==> src/rtl/mem_access_unit.sv <==
// mem_access_unit: MEM pipeline stage. Issues word-wide data-memory requests for
// loads/stores, aligns and extends load data, and retires every instruction to write-back.
module mem_access_unit (
  input  logic        clk,
  input  logic        rst_n,
  input  logic        i_valid,
  input  logic [6:0]  i_opcode,
  input  logic [2:0]  i_func3,
  input  logic [31:0] i_result,
  input  logic [31:0] i_data_store,
  input  logic [4:0]  i_rd,
  input  logic        i_reg_we,
  output logic        o_stall,
  output logic        o_mem_req,
  output logic        o_mem_we,
  output logic [31:0] o_mem_addr,
  output logic [31:0] o_mem_wdata,
  output logic [3:0]  o_mem_wstrb,
  input  logic        i_mem_ack,
  input  logic [31:0] i_mem_rdata,
  output logic        o_wb_valid,
  output logic        o_wb_we,
  output logic [4:0]  o_wb_rd,
  output logic [31:0] o_wb_data,
  output logic        o_exc
);
  // Opcode values mirror LD / S from parameters.vh (RV32I LOAD / STORE)
  localparam logic [6:0] LD = 7'b0000011;
  localparam logic [6:0] S  = 7'b0100011;

  typedef enum logic {IDLE = 1'b0, WAIT = 1'b1} state_t;
  state_t state_q, state_d;

  logic        mem_we_q, mem_we_d;
  logic [31:0] mem_addr_q, mem_addr_d;
  logic [31:0] mem_wdata_q, mem_wdata_d;
  logic [3:0]  mem_wstrb_q, mem_wstrb_d;
  logic [1:0]  off_q, off_d;
  logic [2:0]  func3_q, func3_d;
  logic [4:0]  rd_q, rd_d;
  logic        reg_we_q, reg_we_d;
  logic        wb_valid_q, wb_valid_d;
  logic        wb_we_q, wb_we_d;
  logic [4:0]  wb_rd_q, wb_rd_d;
  logic [31:0] wb_data_q, wb_data_d;
  logic        exc_q, exc_d;

  logic        is_ld, is_st, is_mem, f3_ok, aligned, take_mem;
  logic [31:0] st_wdata, ld_data;
  logic [3:0]  st_wstrb;
  logic [7:0]  ld_byte;
  logic [15:0] ld_half;

  always_comb begin
    is_ld  = (i_opcode == LD);
    is_st  = (i_opcode == S);
    is_mem = is_ld | is_st;
    f3_ok  = 1'b0;
    if (is_ld)      f3_ok = (i_func3[1:0] != 2'b11) && (i_func3 != 3'b110);
    else if (is_st) f3_ok = (i_func3 <= 3'b010);
    case (i_func3[1:0])
      2'b00:   aligned = 1'b1;
      2'b01:   aligned = ~i_result[0];
      2'b10:   aligned = (i_result[1:0] == 2'b00);
      default: aligned = 1'b0;
    endcase
    take_mem = i_valid & is_mem & f3_ok & aligned;
    case (i_func3[1:0])
      2'b00: begin
        st_wdata = {4{i_data_store[7:0]}};
        st_wstrb = 4'b0001 << i_result[1:0];
      end
      2'b01: begin
        st_wdata = {2{i_data_store[15:0]}};
        st_wstrb = 4'b0011 << i_result[1:0];
      end
      default: begin
        st_wdata = i_data_store;
        st_wstrb = 4'b1111;
      end
    endcase
  end

  // Lane select uses the offset captured at accept, not the live EX address
  always_comb begin
    ld_byte = i_mem_rdata[{off_q, 3'b000} +: 8];
    ld_half = i_mem_rdata[{off_q[1], 4'b0000} +: 16];
    case (func3_q)
      3'b000:  ld_data = {{24{ld_byte[7]}}, ld_byte};
      3'b100:  ld_data = {24'd0, ld_byte};
      3'b001:  ld_data = {{16{ld_half[15]}}, ld_half};
      3'b101:  ld_data = {16'd0, ld_half};
      default: ld_data = i_mem_rdata;
    endcase
  end

  always_ff @(posedge clk or negedge rst_n) begin
    if (!rst_n) state_q <= IDLE;
    else        state_q <= state_d;
  end

  always_comb begin
    state_d = state_q;
    case (state_q)
      IDLE:    if (take_mem) state_d = WAIT;
      WAIT:    if (i_mem_ack) state_d = IDLE;
      default: state_d = IDLE;
    endcase
  end

  always_comb begin
    mem_we_d    = mem_we_q;
    mem_addr_d  = mem_addr_q;
    mem_wdata_d = mem_wdata_q;
    mem_wstrb_d = mem_wstrb_q;
    off_d       = off_q;
    func3_d     = func3_q;
    rd_d        = rd_q;
    reg_we_d    = reg_we_q;
    wb_valid_d  = 1'b0;
    wb_we_d     = 1'b0;
    wb_rd_d     = wb_rd_q;
    wb_data_d   = wb_data_q;
    exc_d       = 1'b0;
    case (state_q)
      IDLE: begin
        if (take_mem) begin
          mem_we_d    = is_st;
          mem_addr_d  = {i_result[31:2], 2'b00};
          mem_wdata_d = is_st ? st_wdata : 32'd0;
          mem_wstrb_d = is_st ? st_wstrb : 4'b0000;
          off_d       = i_result[1:0];
          func3_d     = i_func3;
          rd_d        = i_rd;
          reg_we_d    = i_reg_we;
        end else if (i_valid) begin
          wb_valid_d = 1'b1;
          wb_rd_d    = i_rd;
          if (is_mem) begin
            exc_d     = 1'b1;
            wb_data_d = 32'd0;
          end else begin
            wb_we_d   = i_reg_we;
            wb_data_d = i_result;
          end
        end
      end
      WAIT: begin
        if (i_mem_ack) begin
          wb_valid_d  = 1'b1;
          wb_rd_d     = rd_q;
          wb_we_d     = ~mem_we_q & reg_we_q;
          wb_data_d   = mem_we_q ? 32'd0 : ld_data;
          mem_we_d    = 1'b0;
          mem_addr_d  = 32'd0;
          mem_wdata_d = 32'd0;
          mem_wstrb_d = 4'b0000;
        end
      end
      default: ;
    endcase
  end

  always_ff @(posedge clk or negedge rst_n) begin
    if (!rst_n) begin
      mem_we_q    <= 1'b0;
      mem_addr_q  <= 32'd0;
      mem_wdata_q <= 32'd0;
      mem_wstrb_q <= 4'b0000;
      off_q       <= 2'b00;
      func3_q     <= 3'b000;
      rd_q        <= 5'd0;
      reg_we_q    <= 1'b0;
      wb_valid_q  <= 1'b0;
      wb_we_q     <= 1'b0;
      wb_rd_q     <= 5'd0;
      wb_data_q   <= 32'd0;
      exc_q       <= 1'b0;
    end else begin
      mem_we_q    <= mem_we_d;
      mem_addr_q  <= mem_addr_d;
      mem_wdata_q <= mem_wdata_d;
      mem_wstrb_q <= mem_wstrb_d;
      off_q       <= off_d;
      func3_q     <= func3_d;
      rd_q        <= rd_d;
      reg_we_q    <= reg_we_d;
      wb_valid_q  <= wb_valid_d;
      wb_we_q     <= wb_we_d;
      wb_rd_q     <= wb_rd_d;
      wb_data_q   <= wb_data_d;
      exc_q       <= exc_d;
    end
  end

  // Stall is forced low while reset is held so every output reads 0 in reset
  assign o_stall     = rst_n & ((state_q == WAIT) | ((state_q == IDLE) & take_mem));
  assign o_mem_req   = (state_q == WAIT);
  assign o_mem_we    = mem_we_q;
  assign o_mem_addr  = mem_addr_q;
  assign o_mem_wdata = mem_wdata_q;
  assign o_mem_wstrb = mem_wstrb_q;
  assign o_wb_valid  = wb_valid_q;
  assign o_wb_we     = wb_we_q;
  assign o_wb_rd     = wb_rd_q;
  assign o_wb_data   = wb_data_q;
  assign o_exc       = exc_q;
endmodule

==> config.mk <==
export PLATFORM = sky130hd
export DESIGN_NAME = mem_access_unit
export DESIGN_NICKNAME = d
export VERILOG_FILES = /design/src/rtl/mem_access_unit.sv
export SDC_FILE = /design/constraint.sdc
export NUM_CORES = 1
export LEC_CHECK = 0
export ABC_CLOCK_PERIOD_IN_PS = 1700
export BUFFER_PORTS_ARGS = -buffer_cell sky130_fd_sc_hd__buf_2
export CAP_MARGIN = 20
export CORE_MARGIN = 2
export CORE_UTILIZATION = 44
export CTS_CLUSTER_SIZE = 16
export DETAILED_ROUTE_END_ITERATION = 8
export GPL_ROUTABILITY_DRIVEN = 0
export HOLD_SLACK_MARGIN = 0.06
export MAX_ROUTING_LAYER = met4
export PLACE_DENSITY_LB_ADDON = 0.3
export SLEW_MARGIN = 20
export SYNTH_ARGS = -nofsm -noshare
export SYNTH_HDL_FRONTEND = slang
export SYNTH_SLANG_ARGS = --single-unit
==> constraint.sdc <==
create_clock -name clk -period 1.7 [get_ports clk]
set_input_delay 0.17 -clock clk [delete_from_list [all_inputs] [get_ports clk]]
set_output_delay 0.17 -clock clk [all_outputs]
set_load 0.03 [all_outputs]
# --- After elaboration in Yosys (flattened, before gate mapping) ---
# Cells that the tools add are included.
totals:
  register_bits: 121
  inputBits: 116
  output_inout_bits: 111
  word_cells: 95
op_classes:
  magnitude_cmp: 1
  n_eq_ne: 13
  shift: 4
  muxes: 45
  n_bitwise: 11
  n_reduce_logical: 7
ops:
  columns: ["op", "n"]
  rows:
  - ["2-to-1 mux 32 bit", 9]
  - ["case mux 32 bit (2 select lines)", 4]
  - ["case mux 32 bit (4 select lines)", 1]
  - ["indexed part select 32 x 6 -> 16 bit", 1]
  - ["indexed part select 32 x 6 -> 8 bit", 1]
  - ["2-to-1 mux 1 bit", 17]
  - ["case mux 4 bit (2 select lines)", 2]
  - ["2-to-1 mux 5 bit", 3]
  - ["2-to-1 mux 4 bit", 3]
  - ["!= test 2 bit (second input constant)", 5]
  - ["case mux 5 bit (2 select lines)", 1]
  - ["case mux 1 bit (2 select lines)", 4]
  - ["equality test 7 x 2 -> 1 bit (second input constant)", 1]
  - ["equality test 7 x 6 -> 1 bit (second input constant)", 1]
  - ["bitwise AND 1 bit", 6]
  - ["equality test 3 bit (second input constant)", 2]
  - ["zero test 2 bit", 2]
  - ["AND reduction 2 bit", 2]
  - ["left shift 1 x 2 -> 4 bit (first input constant)", 1]
  - ["left shift 2 x 2 -> 4 bit (first input constant)", 1]
  - ["equality test 3 x 1 -> 1 bit (second input constant)", 1]
  - ["less-or-equal comparator 3 x 2 -> 1 bit (second input constant)", 1]
  - ["zero test 3 bit", 1]
  - ["!= test 3 bit (second input constant)", 1]
  - ["7 further kinds", 10]

# --- Depth between registers and ports, before layout ---
# Gate-level depths: netlist (run 1).
logic_depth:
  depth_word: 8
  mapped_depth: 8
  mapped_depth_nobuf: 5

# --- Worst setup path before layout (run 1) ---
# OpenSTA, ideal clock, no wires.
synth_timing:
  kind: "register to register"
  start: "register state_q (netlist: o_mem_req)"
  end: "register wb_data_q[7] (netlist: o_wb_data[7])"
  setup_ns: 0.125
  arrival_ns: 1.812
  t_required_ns: 1.575
  setup_slack_ns: -0.237
  stages_incl_launch_ff: 8
  period_less_slack_ns: 1.937
  cell_sequence: "dfrtp_1 -> buf_2 -> nor2b_1 -> buf_2 -> and2_1 -> buf_2 -> a221o_1 -> mux2_4"
synth_via:
  elab_chain_cells: 3
  word_cells_on_any_way: 6
  classes_between: "3 x eq/ne; 1 x mux; 1 x bitwise; 1 x reduce/logical"
synth_rtl:
  columns: ["element", "line_no", "rtl"]
  rows:
  - ["start: declaration", "32", "state_t state_q, state_d;"]
  - ["start signal: assignment", "99", "else state_q <= state_d;"]
  - ["inverter 1 bit (no source line)", null, null]
  - ["!= test 2 bit (no source line)", null, null]
  - ["AND reduction 3 bit (no source line)", null, null]
  - ["end signal: assignment", "191", "wb_data_q <= wb_data_d;"]
  - ["end: declaration", "45", "logic [31:0] wb_data_q, wb_data_d;"]
# Several ways; a longest one is shown, not always the timed one.
# A chain may end at the register's enable or synchronous reset.

# --- Final worst setup path (run 1) ---
layout_timing:
  start: "register off_q[1]"
  end: "register wb_data_q[12] (netlist: o_wb_data[12])"
layout_via:
  elab_chain_cells: 5
  word_cells_on_any_way: 6
  classes_between: "2 x shift; 4 x mux"
layout_rtl:
  columns: ["element", "line_no", "rtl"]
  rows:
  - ["start: declaration", "38", "logic [1:0] off_q, off_d;"]
  - ["start signal: assignment", "170", "off_q <= 2'b00;"]
  - ["start signal: assignment", "184", "off_q <= off_d;"]
  - ["indexed part select 32 x 6 -> 16 bit / indexed part select 32 x 6 -> 8 bit (equally long branches)", "87, 86", null]
  - ["case mux 32 bit (4 select lines) (*)", "88", "case (func3_q)"]
  - ["2-to-1 mux 32 bit (*)", "153", "wb_data_d = mem_we_q ? 32'd0 : ld_data;"]
  - ["2-to-1 mux 32 bit (*)", "149", "if (i_mem_ack) begin"]
  - ["case mux 32 bit (2 select lines) (*)", "125", "case (state_q)"]
# Mark *: on every way between the ends. The rest lies on a longest branch, timed or not. The select of a mux whose other input is x is not followed.

==> results of run 1 <==
## sequential cells by signal, summed over array words and instances, names as in the netlist
name,count
func3_q,3
o_exc,1
o_mem_addr,30
o_mem_req,1
o_mem_wdata,32
o_mem_we,1
o_mem_wstrb,4
o_wb_data,32
o_wb_rd,5
o_wb_valid,1
o_wb_we,1
off_q,2
rd_q,5
reg_we_q,1
## synthesized netlist by cell type (2+ instances only)
cell	instances
nand2_1	47
nor2_1	22
nand3_1	2
and2_1	4
nor2b_1	2
o2bb2ai_1	7
buf_6	2
nand2b_1	2
o221ai_1	7
a31oi_1	16
a21oi_1	31
dfrtp_1	119
mux2_4	14
clkbuf_2	2
buf_2	18
buf_4	3
mux2i_1	32
o21ai_0	34
clkbuf_1	17
a22o_1	37
o31ai_1	6
o211ai_1	2
a22oi_1	16
nor3_1	17
mux2_2	22
inv_1	11
## path summary, 6_finish.rpt
kind                                                     to  cells past startpoint
worst min register to register  o_mem_wdata[19]$_DFFE_PN0P_                      2
worst min-delay path            o_mem_wdata[11]$_DFFE_PN0P_                      3
worst max register to register    o_wb_data[12]$_DFFE_PN0P_                      6
min in group asynchronous         o_wb_data[24]$_DFFE_PN0P_                      3
max in group asynchronous               o_mem_req$_DFF_PN0_                      3
worst max-delay path              o_wb_data[12]$_DFFE_PN0P_                      6
## worst max-delay path, cell delays in order, from the launching register on
cell,delay (ns)
dfrtp_2,0.42
mux4_2,0.52
a21oi_2,0.17
buf_6,0.17
a21oi_2,0.07
a21oi_2,0.11
mux2i_1,0.10
## per-layer routing
layer	track usage [%]	share of wire [%]	routed length [um]	vias up
met2	44.6	48	9070	277
met3	7.07	6.8	1280	54
met4	13.3	3.7	693	0
li1	-	-	-	2501
met5	-	0	0	-
met1	34.3	41	7720	2668
## power by group through the flow
stage | sequential (mW) | clock (mW) | combinational, mW
floorplan | 3.48 | 0 | 0.425
finish | 3.12 | 3.69 | 1.45
CTS | 3.11 | 3.74 | 1.41
global placement | 3.15 | 0 | 1.26
detailed placement | 3.16 | 0 | 1.29
global route | 3.13 | 3.86 | 1.54
## logic make-up after synthesis
logic type             count (synthesis)  share of synthesized area (%)
AO/OA/AOI/OAI                        164                           20.0
buffers and inverters                 54                           4.67
flip-flops                           119                           52.4
multiplexers                          69                           14.1
other                                  1                         0.0660
AND/OR/NAND/NOR                      107                           8.70
## what timing repair did
action / CTS / global route
hold buffers: 58 / 0
endpoints found under the setup margin: 13 / 33
buffers inserted: 0 / 5
resized for setup: 11 / 16
pin swaps: 1 / 2
endpoints found under the hold margin: 176 / 0
## layout make-up
class | instances | area (sq um)
repair buffers | 331 | 2210
multi-input cells | 342 | 2570
diodes | 1 | 2.50
flip-flops and latches | 119 | 2980
clock inverters | 9 | 123
well taps | 172 | 215
clock buffers | 22 | 484
fillers | 950 | 3990
inverters | 11 | 45.0
==> results.json, run 1 <==
{
  "synth_top_area_cell": "dfrtp_1",
  "setup_viol": 0,
  "vias": 5500,
  "yosys_warnings": 0,
  "synth_cell_type_count": 48,
  "cp.arrival_ns": 1.97,
  "yosysSeqAreaShare_pct": 52.4,
  "rows": 41,
  "io_pins": 227,
  "synth_area_per_cell_sq_um": 11.0,
  "p_leak_nw": 4.35,
  "clkSinkCount": 119,
  "numCtsBuffers": 17,
  "pwr-share-clk_pct": 44.7,
  "synth_cells": 514,
  "dieArea_sq_um": 13800,
  "fin_util_pct": 68.4,
  "root_buffer": "clkbuf_16",
  "p_sw_share_pct": 26.6,
  "async_flop_share_pct": 100,
  "seqPwrFrac_pct": 37.8,
  "grt_setup_unrepaired": "yes",
  "synth_top_area_share_pct": 52.4,
  "ff2ff_setup_slack_ns": 0.009,
  "startpoint_type": "flop",
  "finalPower_mw": 8.25,
  "setup_ws_ns": 0.00888,
  "drtAntennaViolNets": 0,
  "antenna_found_initial": 1,
  "avgRoutedWirePerCell_um": 18.6,
  "io_buffers": 224,
  "syn_area_sq_um": 5680,
  "area_delta_synth_final_pct": 51.9,
  "coreArea_sq_um": 12600,
  "ir_worst_vdd_mv": 0.506,
  "status": "finished, final reports clean",
  "dp_slack_ns": -0.151,
  "final_common_cell": "buf_2",
  "combPwrFrac_pct": 17.6,
  "placed_cells": 912,
  "hold_violations": 0,
  "finalInstanceArea_sq_um": 8630,
  "tns_ns": 0,
  "grt_start_max_net_pins": 120,
  "drive_above_1_share_pct": 45.1,
  "end_kind": "flop",
  "holdCritStartpoint": "i_data_store[11]",
  "power.density_nw_per_um2": 956,
  "synth_area_leaders": "dfrtp_1, a22o_1, mux2i_1, mux2_2, mux2_4",
  "via_per_inst": 5.46,
  "worst-path-max-fanout": 7,
  "grt-ovfl-total": 0,
  "clkSlewWorstSetupHoldPaths_ns": 0.06,
  "required_ns": 1.98,
  "p_int_mw": 6.06,
  "grt_pass1_vias": 5703,
  "finalWirelength_um": 18800,
  "layout_common_cells": "buf_2, dfrtp_1, dlygate4sd3_1, nand2_1, buf_4",
  "grt_pass1_wl_um": 30100,
  "firstDrtPassIters": 5,
  "worstMarginPinSlew_ns": 0.636,
  "synth_seq_cells": 119,
  "chipWidth_um": 118,
  "r2r-start": "off_q[1]$_DFFE_PN0P_",
  "stdcell_count": 1007,
  "start_util_pct": 45.0,
  "holdWs_ns": 0.0645,
  "crit_start": "off_q[1]$_DFFE_PN0P_",
  "fin_nets": 938,
  "hpwl_um": 13000,
  "dpl-instance-area_sq_um": 7270,
  "drc": 0,
  "period_needed_ns": 1.69,
  "relSlewSlack_pct": 57.6,
  "synth_edf_count": 0,
  "switchingPower_mw": 2.20,
  "finalCritPeriodShare_pct": 99.5,
  "clk_latency_ns": 0.41,
  "initialDrtViolationCount": 366,
  "die_h_um": 118,
  "htree_levels": 4,
  "clock_path_buffers": 2,
  "critPathKind": "reg2reg",
  "worst_clock_skew_ns": 0.00880,
  "maxSlewViolCount": 0,
  "synth_ff_type": "dfrtp_1",
  "fmax_mhz": 591,
  "cts_tree": "done",
  "hold_class": "in2reg",
  "maxCapViolCount": 0,
  "track_usage_pct": 28.3
}
No activity file was read; power rests on OpenSTA's default activity.
==> run 2, diff against run 1 <==
--- a/config.mk
+++ b/config.mk
@@ -9,7 +9,8 @@
 export BUFFER_PORTS_ARGS = -buffer_cell sky130_fd_sc_hd__buf_2
 export CAP_MARGIN = 20
 export CORE_MARGIN = 2
-export CORE_UTILIZATION = 44
+export CORE_UTILIZATION = 45
+export CTS_BUF_LIST = sky130_fd_sc_hd__clkbuf_2 sky130_fd_sc_hd__clkbuf_4 sky130_fd_sc_hd__clkbuf_8
 export CTS_CLUSTER_SIZE = 16
 export DETAILED_ROUTE_END_ITERATION = 8
 export GPL_ROUTABILITY_DRIVEN = 0
==> run 2 against run 1 <==
Net effect:
- register-to-register slack is essentially flat
- hold slack improved by 0.017 ns
- sequential share of layout area increased by 0.61 points
- total power down 15%
- largest power group is now registers
==> results.json, run 2 (synthesis gave the netlist of run 1 again) <==
{
  "status": "finished, final reports clean",
  "fin_nets": 951,
  "critPathKind": "reg2reg",
  "hpwl_um": 13100,
  "maxSlewViolCount": 0,
  "hold_path_depth": 3,
  "clk_latency_ns": 0.44,
  "rows": 41,
  "cts_tree": "done",
  "grt_pass1_wl_um": 28800,
  "root_buffer": "clkbuf_8",
  "chipWidth_um": 116,
  "fmax_mhz": 591,
  "end_kind": "flop",
  "holdWs_ns": 0.0818,
  "p_leak_nw": 4.31,
  "final_common_cell": "buf_2",
  "grt-ovfl-total": 0,
  "start_util_pct": 45.6,
  "cp.arrival_ns": 2.02,
  "hold_violations": 0,
  "maxCapViolCount": 0,
  "firstDrtPassIters": 4,
  "vias": 5588,
  "worst_clock_skew_ns": 0.00690,
  "r2r-start": "off_q[1]$_DFFE_PN0P_",
  "finalWirelength_um": 19000,
  "num-fill-cells": 926,
  "clkSinkCount": 119,
  "power.density_nw_per_um2": 826,
  "track_usage_pct": 29.0,
  "crit_start": "off_q[1]$_DFFE_PN0P_",
  "die_h_um": 116,
  "reg2reg_depth": 6,
  "multi_input_area_sq_um": 2530,
  "finalPower_mw": 7.01,
  "io_pins": 227,
  "drc": 0,
  "clkSlewWorstSetupHoldPaths_ns": 0.07,
  "drtAntennaViolNets": 0,
  "hold_class": "in2reg",
  "grt_setup_unrepaired": "yes",
  "holdCritStartpoint": "i_data_store[12]",
  "antenna_found_initial": 3,
  "coreArea_sq_um": 12500,
  "htree_levels": 4,
  "worstMarginPinSlew_ns": 0.656,
  "ff_latch_area_sq_um": 2980,
  "dieArea_sq_um": 13500,
  "required_ns": 2.03,
  "startpoint_type": "flop",
  "area_delta_synth_final_pct": 49.3,
  "setup_viol": 0,
  "layout_common_cells": "buf_2, dfrtp_1, dlygate4sd3_1, nand2_1, a22o_1",
  "avgRoutedWirePerCell_um": 18.6,
  "io_buffers": 224,
  "initialDrtViolationCount": 453,
  "grt_pass1_vias": 5587,
  "clock_path_buffers": 2,
  "worst-path-max-fanout": 7,
  "finalCritPeriodShare_pct": 99.6,
  "drive_above_1_share_pct": 43.5,
  "numCtsBuffers": 17,
  "ir_worst_vdd_mv": 0.491,
  "via_per_inst": 5.47,
  "period_needed_ns": 1.69,
  "grt_start_max_net_pins": 120,
  "fin_util_pct": 68.0,
  "relSlewSlack_pct": 56.2
}
[run 2: area by class of cell]
type / count / area share [%]
Clock buffer: 26 / 3.78
Tap cell: 172 / 2.54
Inverter: 11 / 0.487
Multi-Input combinational cell: 342 / 29.8
Clock inverter: 4 / 0.531
Sequential cell: 119 / 35.1
Timing Repair Buffer: 344 / 27.6
Antenna cell: 3 / 0.0885
[run 2: timing repair]
action                                  in CTS  in global routing
endpoints found under the setup margin       9                 38
setup buffers                                0                  6
resized for setup                            7                 22
endpoints found under the hold margin      196                  0
pin swaps                                    0                  3
hold buffers                                71                  0
[run 2: metrics by stage]
stage / TNS [ns] / cells / setup WS (ns) / instance area, sq um
after global routing: -0.426 / 1021 / -0.0608 / 8480
after CTS: 0 / 1012 / 0.00580 / 8350
after detailed placement: -4.68 / 911 / -0.137 / 7250
after global placement: -2.80 / 911 / -0.110 / 7250
after floorplan: -0.497 / 515 / -0.127 / 5730
final: 0 / 1021 / 0.00719 / 8480
[run 2: worst max-delay path, stage by stage, from the launching register on]
cell     delay [ns]
dfrtp_2        0.43
mux4_2         0.53
a21oi_2        0.17
buf_6          0.16
a21oi_2        0.07
a21oi_1        0.13
mux2i_1        0.09
[run 2: path summary, 6_finish.rpt]
check | slack (ns) | to
min in group asynchronous | 0.41 | o_mem_addr[24]$_DFFE_PN0P_
worst max-delay path | 0.007 | o_wb_data[8]$_DFFE_PN0P_
worst min register to register | 0.48 | o_mem_wstrb[2]$_DFFE_PN0P_
worst min-delay path | 0.08 | o_mem_wdata[12]$_DFFE_PN0P_
worst max register to register | 0.007 | o_wb_data[8]$_DFFE_PN0P_
max in group asynchronous | 0.74 | off_q[1]$_DFFE_PN0P_
[run 2: where the power goes]
group | switching (mW) | internal (mW)
registers | 0.105 | 3.01
logic | 0.843 | 0.627
clock network | 1.08 | 1.35
[run 2: per-layer routing]
metal  track usage, %  wire [um]  share of wire, %  vias to the layer above
met4             14.7        714               3.8                        0
met5                -          0                 0                        -
li1                 -          -                 -                     2526
met2             45.8       9180                48                      272
met1             34.5       7610                40                     2733
met3             7.37       1450               7.6                       57
==> run 3, diff against run 2 <==
--- a/config.mk
+++ b/config.mk
@@ -16,7 +16,7 @@
 export GPL_ROUTABILITY_DRIVEN = 0
 export HOLD_SLACK_MARGIN = 0.06
 export MAX_ROUTING_LAYER = met4
-export PLACE_DENSITY_LB_ADDON = 0.3
+export PLACE_DENSITY = 0.78
 export SLEW_MARGIN = 20
 export SYNTH_ARGS = -nofsm -noshare
 export SYNTH_HDL_FRONTEND = slang
==> run 3 against run 2 <==
Net effect:
- hold slack worse by 0.018 ns
- clock skew up 0.00056 ns
- register-to-register slack worse by 0.05 ns
- setup slack worse by 0.047 ns
- the flow now finishes with violations (negative setup slack)
- design area down 0.32%
- sequential share of layout area up 0.11 points
- via count up 2.2%
- routed wire length up 2.2%
- core utilization down 0.22 points
- combinational power about the same
- critical path depth unchanged
==> results.json, run 3 (synthesis gave the netlist of run 1 again) <==
{
  "status": "finished, violations left",
  "violations": "negative setup slack",
  "dp_slack_ns": -0.128,
  "track_usage_pct": 28.3,
  "clock_path_buffers": 2,
  "p_leak_nw": 4.29,
  "r2r-start": "off_q[1]$_DFFE_PN0P_",
  "drive_above_1_share_pct": 44.9,
  "io_pins": 227,
  "vias": 5713,
  "max_stage_delay_ns": 0.53,
  "via_per_inst": 5.58,
  "grt_pass1_wl_um": 28500,
  "num-fill-cells": 915,
  "cp.arrival_ns": 2.04,
  "clkSlewWorstSetupHoldPaths_ns": 0.07,
  "crit_buf_inv": 1,
  "finalCritPeriodShare_pct": 102,
  "crit_start": "off_q[1]$_DFFE_PN0P_",
  "start_util_pct": 45.6,
  "initialDrtViolationCount": 555,
  "fin_nets": 954,
  "dieArea_sq_um": 13500,
  "htree_levels": 4,
  "clkSinkCount": 119,
  "drtAntennaViolNets": 0,
  "maxSlewViolCount": 0,
  "worst_path_most_repeated_cell": "a21oi_2",
  "drc": 0,
  "antenna_found_initial": 3,
  "root_buffer": "clkbuf_8",
  "grt_start_max_net_pins": 120,
  "avgRoutedWirePerCell_um": 18.9,
  "firstDrtPassIters": 5,
  "grt_setup_unrepaired": "yes",
  "grt-ovfl-total": 0,
  "maxCapViolCount": 0,
  "endpoint": "o_wb_data[14]$_DFFE_PN0P_",
  "rows": 41,
  "finalWirelength_um": 19400,
  "fmax_mhz": 575,
  "coreArea_sq_um": 12500,
  "final_common_cell": "buf_2",
  "worst_clock_skew_ns": 0.00746,
  "io_buffers": 224,
  "required_ns": 2.00,
  "worstMarginPinSlew_ns": 0.726,
  "layout_common_cells": "buf_2, dfrtp_1, dlygate4sd3_1, buf_4, nand2_1",
  "worst-path-max-fanout": 7,
  "ir_worst_vdd_mv": 0.432,
  "hold_violations": 0,
  "area_delta_synth_final_pct": 48.8,
  "end_kind": "flop",
  "cts_tree": "done",
  "hold_class": "in2reg",
  "reg2reg_depth": 6,
  "setup_viol": 3,
  "hpwl_um": 12900,
  "grt_pass1_vias": 5567,
  "relSlewSlack_pct": 51.6,
  "ff2ff_setup_slack_ns": -0.04,
  "period_needed_ns": 1.74,
  "critPathTopFamily": "multiplexers",
  "die_h_um": 116,
  "clk_latency_ns": 0.43,
  "fin_util_pct": 67.8,
  "critPathKind": "reg2reg",
  "setup_ws_ns": -0.0402,
  "power.density_nw_per_um2": 838,
  "cp_slowest_cell": "mux4_2",
  "numCtsBuffers": 17,
  "chipWidth_um": 116,
  "critical_path_depth": 6,
  "r2r-end": "o_wb_data[14]$_DFFE_PN0P_",
  "crit_path_cell_trace": "mux4_2, a21oi_2, buf_6, a21oi_2, a21oi_2, mux2i_1",
  "startpoint_type": "flop"
}
run 3: cell count changes in the layout (fill, tap and decap cells not counted), moves of 2 or more:
| cell | previous run | this run |
|---|---|---|
| buf_12 | 10 | 4 |
| o21ai_1 | 9 | 2 |
| buf_4 | 36 | 52 |
| o221ai_2 | 3 | 6 |
| clkbuf_8 | 20 | 23 |
| o221ai_1 | 4 | 1 |
| clkbuf_4 | 6 | 3 |
| o21ai_0 | 26 | 33 |
| dlygate4sd3_1 | 71 | 66 |
| buf_6 | 4 | 2 |
| a21oi_2 | 8 | 12 |
| a21oi_1 | 22 | 18 |
run 3: worst min path at each step:
stage               cells past startpoint                     endpoint              from  slack, ns
global placement                        2    o_wb_data[31]$_DFFE_PN0P_             rst_n       0.35
global route                            3  o_mem_wdata[13]$_DFFE_PN0P_  i_data_store[13]        0.1
floorplan                               0       func3_q[0]$_DFFE_PN0P_             rst_n      -0.13
CTS                                     3  o_mem_wdata[12]$_DFFE_PN0P_  i_data_store[12]       0.06
detailed placement                      2    o_wb_data[31]$_DFFE_PN0P_             rst_n       0.36
finish                                  3  o_mem_wdata[13]$_DFFE_PN0P_  i_data_store[13]       0.06
run 3: per-stage QoR:
stage               setup TNS (ns)  hold WS, ns  area, sq um  std cells  total power [mW]
finish                     -0.0472       0.0634         8450       1024              7.09
global route                -0.534       0.0994         8450       1023              7.36
CTS                       -0.00220       0.0621         8260       1006              7.04
detailed placement           -2.87        0.362         7190        910              4.45
global placement             -2.11        0.347         7190        910              4.41
floorplan                   -0.497       -0.126         5730        515              3.90
run 3: cell type report:
cell class              instances  area [sq um]  area share (%)
flip-flops and latches        119          2980            35.3
clock buffers                  26           339            4.01
inverters                      11          41.3           0.488
multi-input cells             342          2560            30.3
repair buffers                347          2270            26.9
well taps                     172           215            2.55
diodes                          4          10.0           0.118
clock inverters                 3          40.0           0.474
run 3: repair_timing:
action	in CTS	in global routing
pin swaps	1	3
setup endpoints to repair	14	31
buffers inserted	1	14
gates cloned	0	0
endpoints found under the hold margin	185	0
hold buffers	66	0
gates resized for setup	6	19
run 3: routing by layer:
layer	GRT usage [%]	vias up	wire (um)
met5	-	-	0
met4	16.7	0	1160
met3	5.35	98	1120
met2	44.7	318	9510
met1	33.9	2757	7580
li1	-	2540	-
run 3: tightest hold or removal path, stage by stage:
cell and delay [ns]:
buf_2 0.10, mux2i_1 0.06, o21ai_1 0.12
run 3: report_power, final:
group | leakage, nW | switching [mW] | internal [mW] | total, mW
sequential | 1.54 | 0.108 | 3.01 | 3.12
combinational | 2.55 | 0.858 | 0.623 | 1.48
clock | 0.201 | 1.08 | 1.41 | 2.49
total | 4.29 | 2.04 | 5.04 | 7.09
